## src/rtl/trace_packet_arbiter.sv

```systemverilog
// trace_packet_arbiter: weighted round-robin packet arbiter with a one-beat registered output buffer.
module trace_packet_arbiter #(
    parameter int NUM_IN = 4,
    parameter int DATA_W = 8
) (
    input  logic                     clk,
    input  logic                     reset_n,
    input  logic [NUM_IN-1:0]        in_valid,
    output logic [NUM_IN-1:0]        in_ready,
    input  logic [NUM_IN*DATA_W-1:0] in_data,
    input  logic [NUM_IN-1:0]        in_sop,
    input  logic [NUM_IN-1:0]        in_eop,
    output logic                     out_valid,
    input  logic                     out_ready,
    output logic [DATA_W-1:0]        out_data,
    output logic                     out_sop,
    output logic                     out_eop,
    output logic [1:0]               out_channel,
    input  logic [NUM_IN-1:0]        cfg_enable,
    input  logic [4*NUM_IN-1:0]      cfg_weight,
    output logic [1:0]               grant_id,
    output logic                     busy
);
    typedef enum logic {ARB, XFER} state_t;
    state_t state;
    logic [1:0] last, win;
    logic [3:0] credit, weight;
    logic [NUM_IN-1:0] elig;
    logic found, regrant, accept;

    assign elig     = in_valid & cfg_enable;
    assign regrant  = credit != 4'd0 && elig[grant_id];
    assign weight   = cfg_weight[4*win +: 4];
    assign in_ready = (state == XFER && (out_ready || !out_valid)) ? NUM_IN'(1) << grant_id : '0;
    assign accept   = in_valid[grant_id] && in_ready[grant_id];

    // Scan downward so the nearest eligible requester after the last grant wins.
    always_comb begin
        found = 1'b0;
        win   = last;
        for (int i = NUM_IN; i >= 1; i--) begin
            if (elig[last + 2'(i)]) begin
                found = 1'b1;
                win   = last + 2'(i);
            end
        end
    end

    always_ff @(posedge clk or negedge reset_n) begin
        if (!reset_n) begin
            state       <= ARB;
            grant_id    <= 2'd0;
            last        <= 2'd3;
            credit      <= 4'd0;
            busy        <= 1'b0;
            out_valid   <= 1'b0;
            out_data    <= '0;
            out_sop     <= 1'b0;
            out_eop     <= 1'b0;
            out_channel <= 2'd0;
        end else begin
            if (accept) begin
                out_valid   <= 1'b1;
                out_data    <= in_data[DATA_W*grant_id +: DATA_W];
                out_sop     <= in_sop[grant_id];
                out_eop     <= in_eop[grant_id];
                out_channel <= grant_id;
            end else if (out_ready) begin
                out_valid <= 1'b0;
            end
            if (state == ARB) begin
                if (regrant || found) begin
                    state <= XFER;
                    busy  <= 1'b1;
                end
                if (!regrant && found) begin
                    grant_id <= win;
                    last     <= win;
                    credit   <= (weight == 4'd0) ? 4'd1 : weight;
                end
            end else if (accept && in_eop[grant_id]) begin
                state  <= ARB;
                busy   <= 1'b0;
                credit <= (credit == 4'd0) ? 4'd0 : credit - 4'd1;
            end
        end
    end
endmodule

```

## config.mk

```make
export PLATFORM = sky130hd
export DESIGN_NAME = trace_packet_arbiter
export DESIGN_NICKNAME = d
export VERILOG_FILES = /design/src/rtl/trace_packet_arbiter.sv
export SDC_FILE = /design/constraint.sdc
export NUM_CORES = 1
export LEC_CHECK = 0
export CORE_UTILIZATION = 56
export CTS_CLUSTER_DIAMETER = 30
export DETAILED_ROUTE_END_ITERATION = 10
export DONT_BUFFER_PORTS = 1
export GPL_TIMING_DRIVEN = 1
export PLACE_DENSITY = 0.78
export SYNTH_ARGS = -nofsm -noshare
export SYNTH_HDL_FRONTEND = slang
export SYNTH_SLANG_ARGS = --single-unit
```

## constraint.sdc

```tcl
create_clock -name clk -period 2.01 [get_ports clk]
set_input_delay 0.201 -clock clk [delete_from_list [all_inputs] [get_ports clk]]
set_output_delay 0.201 -clock clk [all_outputs]
set_load 0.02 [all_outputs]
```

==> metrics.md <==
| Metric | Value |
|---|---|
| Run status | `finished with violations` |
| Failing checks | `setup timing` |
| Met3 wire length | `between 200 and 300 um` |
| DR top layer | `met4` |
| Routed wirelength normalized by instance count | `around 21 um` |
| Worst-path fanout max | `7` |
| Row count | `18` |
| Post-Synthesis Mean Instance Area | `roughly 12 sq um` |
| Achievable Freq | `a little under 0.5 GHz` |
| End-of-flow core utilization | `about two thirds` |
| Number of storage elements in the synthesis netlist | `23` |
| Nets | `roughly 210` |
| Asr flop ratio synth | `100%` |
| Vias in the first global route | `1159` |
| Hold Path Class | `in -> reg` |
| Number of flops mapped to enable cells by yosys | `0` |
| Initial Utilization | `between 50% and 60%` |
| Post-Syn Nets | `195` |
| RSZ-0062 raised after global routing | `yes` |
| Final hold vios | `0` |
| Clock tree from TritonCTS | `done` |
| Sequential fraction of the synthesis area | `roughly two fifths` |
| Number of diodes | `0` |
| DRT iter0 DRCs | `39` |
| CTS buffer count | `3` |
| Finish-stage setup viols | `1` |
| Syn Inst Count | `around 130` |
| Cell leakage power | `between 0.7 and 0.8 nW` |
| Worst setup EP type | `flip-flop` |
| Post-synthesis instance area | `approximately 1500 sq um` |
| Clock root buffer | `clkbuf_4` |
| Drt via density | `about 6.7` |
| Setup slack after layout | `-19.2 ps` |
| Share of layout cells above drive strength 1 | `36.9%` |
| Count of H-tree levels built during CTS | `1` |
| Detailed placement HPWL | `~2600 um` |
| Synth unique cells | `33` |
| Commonest cells after routing, fill and taps aside | `dfrtp_1 (21), buf_4 (16), nand2_1 (13), mux2_2 (13), mux4_2 (11)` |
| Number of antenna violations at the first check in global routing | `0` |
| Count of port buffers added during placement | `0` |
| Gp weighted congestion | `0.797` |
| Clock skew | `~8.0 ps` |
| Pre-Repair DR Iteration Count | `4` |
| Max-slew violation total from the final report | `0` |
| Relative slew slack | `between 20% and 30%` |
| DR vias | `about 1200` |
| Most used DFF post-synth | `dfrtp_1` |
| Floorplan die area | `roughly 2900 sq um` |
| First-pass GRT wire length | `roughly 5100 um` |
| Data required time of the critical path | `~2200 ps` |
| Deepest clock path buffer count | `2` |
| Die outline height | `53.5 um` |
| Number of maximum-capacitance constraint violations | `0` |
| Fraction of the cycle the final worst path needs | `101%` |
| Routed Wire Length | `between 3000 and 4000 um` |
| Proportion of netlist area held by the largest area contributor | `between 30% and 40%` |
| Post-Layout Inst Area | `roughly 1700 sq um` |
| Met2 WL | `about 1900 um` |
| Placeable core area | `approximately 2500 sq um` |
| Worst voltage drop across the vdd grid | `slightly above 1 mV` |
| Leading cell types by total area after synthesis | `dfrtp_1 (35%), mux4_2 (17%), mux2_2 (11%)` |
| P per Cell Area | `between 1500 and 2000 nW/um^2` |
| Clock edge transition at the registers on the reported setup and hold paths | `about 130 ps` |
| Instance area after placement | `~1600 sq um` |
| Clock net sink count | `23` |
| DRC violations left | `0` |
| Worst Path Class, Setup | `reg -> reg` |
| Worst-Margin Slew | `between 1000 and 1500 ps` |
| Grt ovf | `0` |
| Width of the chip | `53.5 um` |
| I/O Pins | `between 80 and 90` |
| Category of the worst setup path launch point | `flip-flop` |
| Post-synth top area cell | `dfrtp_1` |
| Arrival time at the worst endpoint | `2240 ps` |
| GRT Util Overall | `around 25%` |
| Antenna-violating nets left | `0` |
| Synth-to-layout area growth | `12.8%` |
| Clock latency reported for the late side of the worst-skew pair | `a little over 300 ps` |
| Commonest non-fill, non-tap cell in the layout | `dfrtp_1` |
| Final min period | `~2000 ps` |
| Largest net degree at the start of global routing | `24` |
| WL met1 | `roughly 1300 um` |
| Ys Warns | `0` |
-- state kept, by name, indices dropped and copies added (netlist names) --
signal,cells
last,2
state,1
out_data,8
out_sop,1
grant_id,2
out_eop,1
busy,1
out_valid,1
credit,4
out_channel,2
-- synthesized netlist by cell type, types with 2 or more instances --
cell type	number
a21o_1	4
inv_1	3
mux4_2	11
dfstp_2	2
a31oi_1	2
buf_2	4
mux2_2	14
dfrtp_1	21
mux2i_1	9
o21ai_1	2
nor2_1	5
nand3_1	6
o21ai_0	5
a22oi_1	3
nand2_1	13
buf_1	2
nor3_1	4
o221ai_1	2
a21oi_1	2
-- repair_timing --
action / CTS / global route
buffers inserted: 1 / 2
hold buffers: 1 / 0
pin swaps: 1 / 4
setup endpoints to repair: 1 / 1
hold endpoints to repair: 23 / 0
resized for setup: 3 / 6
-- metal layers --
layer	vias up	GRT usage, %
met5	-	0
met4	0	10.5
met3	8	4.31
met2	86	46.5
met1	541	28.0
li1	517	-
-- final cells by class --
cell class / instances / area [sq um]
clock buffers: 4 / 26.3
fillers: 180 / 823
inverters: 3 / 11.3
multi-input cells: 94 / 893
flip-flops and latches: 23 / 578
well taps: 30 / 37.5
repair buffers: 17 / 130
-- cells by family after synthesis --
group | share of synthesized area [%]
DFF | 38.9
buffers and inverters | 3.62
muxes | 35.1
AOI/OAI and AO/OA | 12.1
and+or+nand+nor | 10.3
-- final timing paths --
| path | start | endpoint | slack [ps] | cells after the start |
|---|---|---|---|---|
| max | last[1] | credit[0] | -20 | 7 |
| min | out_ready | out_valid | 180 | 2 |
| max reg2reg | last[1] | credit[0] | -20 | 7 |
| min reg2reg | grant_id[1] | grant_id[1] | 580 | 1 |
| max in group asynchronous | reset_n | out_data[2] | 860 | 1 |
| min in group asynchronous | reset_n | out_data[4] | 510 | 1 |
-- through the flow --
stage / TNS (ps) / power [mW] / setup slack, ps / std cells / hold WS, ps
after floorplan: 0 / 2.22 / 4.80 / 128 / -94.6
after global placement: -10.2 / 2.49 / -10.2 / 163 / -94.0
after global routing: -89.3 / 3.06 / -89.3 / 171 / 184
final: -19.2 / 2.87 / -19.2 / 171 / 183
after CTS: 0 / 2.83 / 13.7 / 169 / 172
after detailed placement: -92.9 / 2.57 / -92.9 / 163 / -94.2
-- critical path: stages, from the launching register on --
cell	delay, ps
dfstp_2	580
nand3_2	80
nor3b_4	160
a211o_4	360
mux2i_1	130
mux2_4	280
a311oi_2	270
a21oi_1	60
-- report_power, final --
part	total (mW)	internal, mW	switching, mW
sequential	1.12	0.715	0.401
clock	0.216	0.0774	0.138
combinational	1.53	0.823	0.711
(Power assumes the default switching activity.)
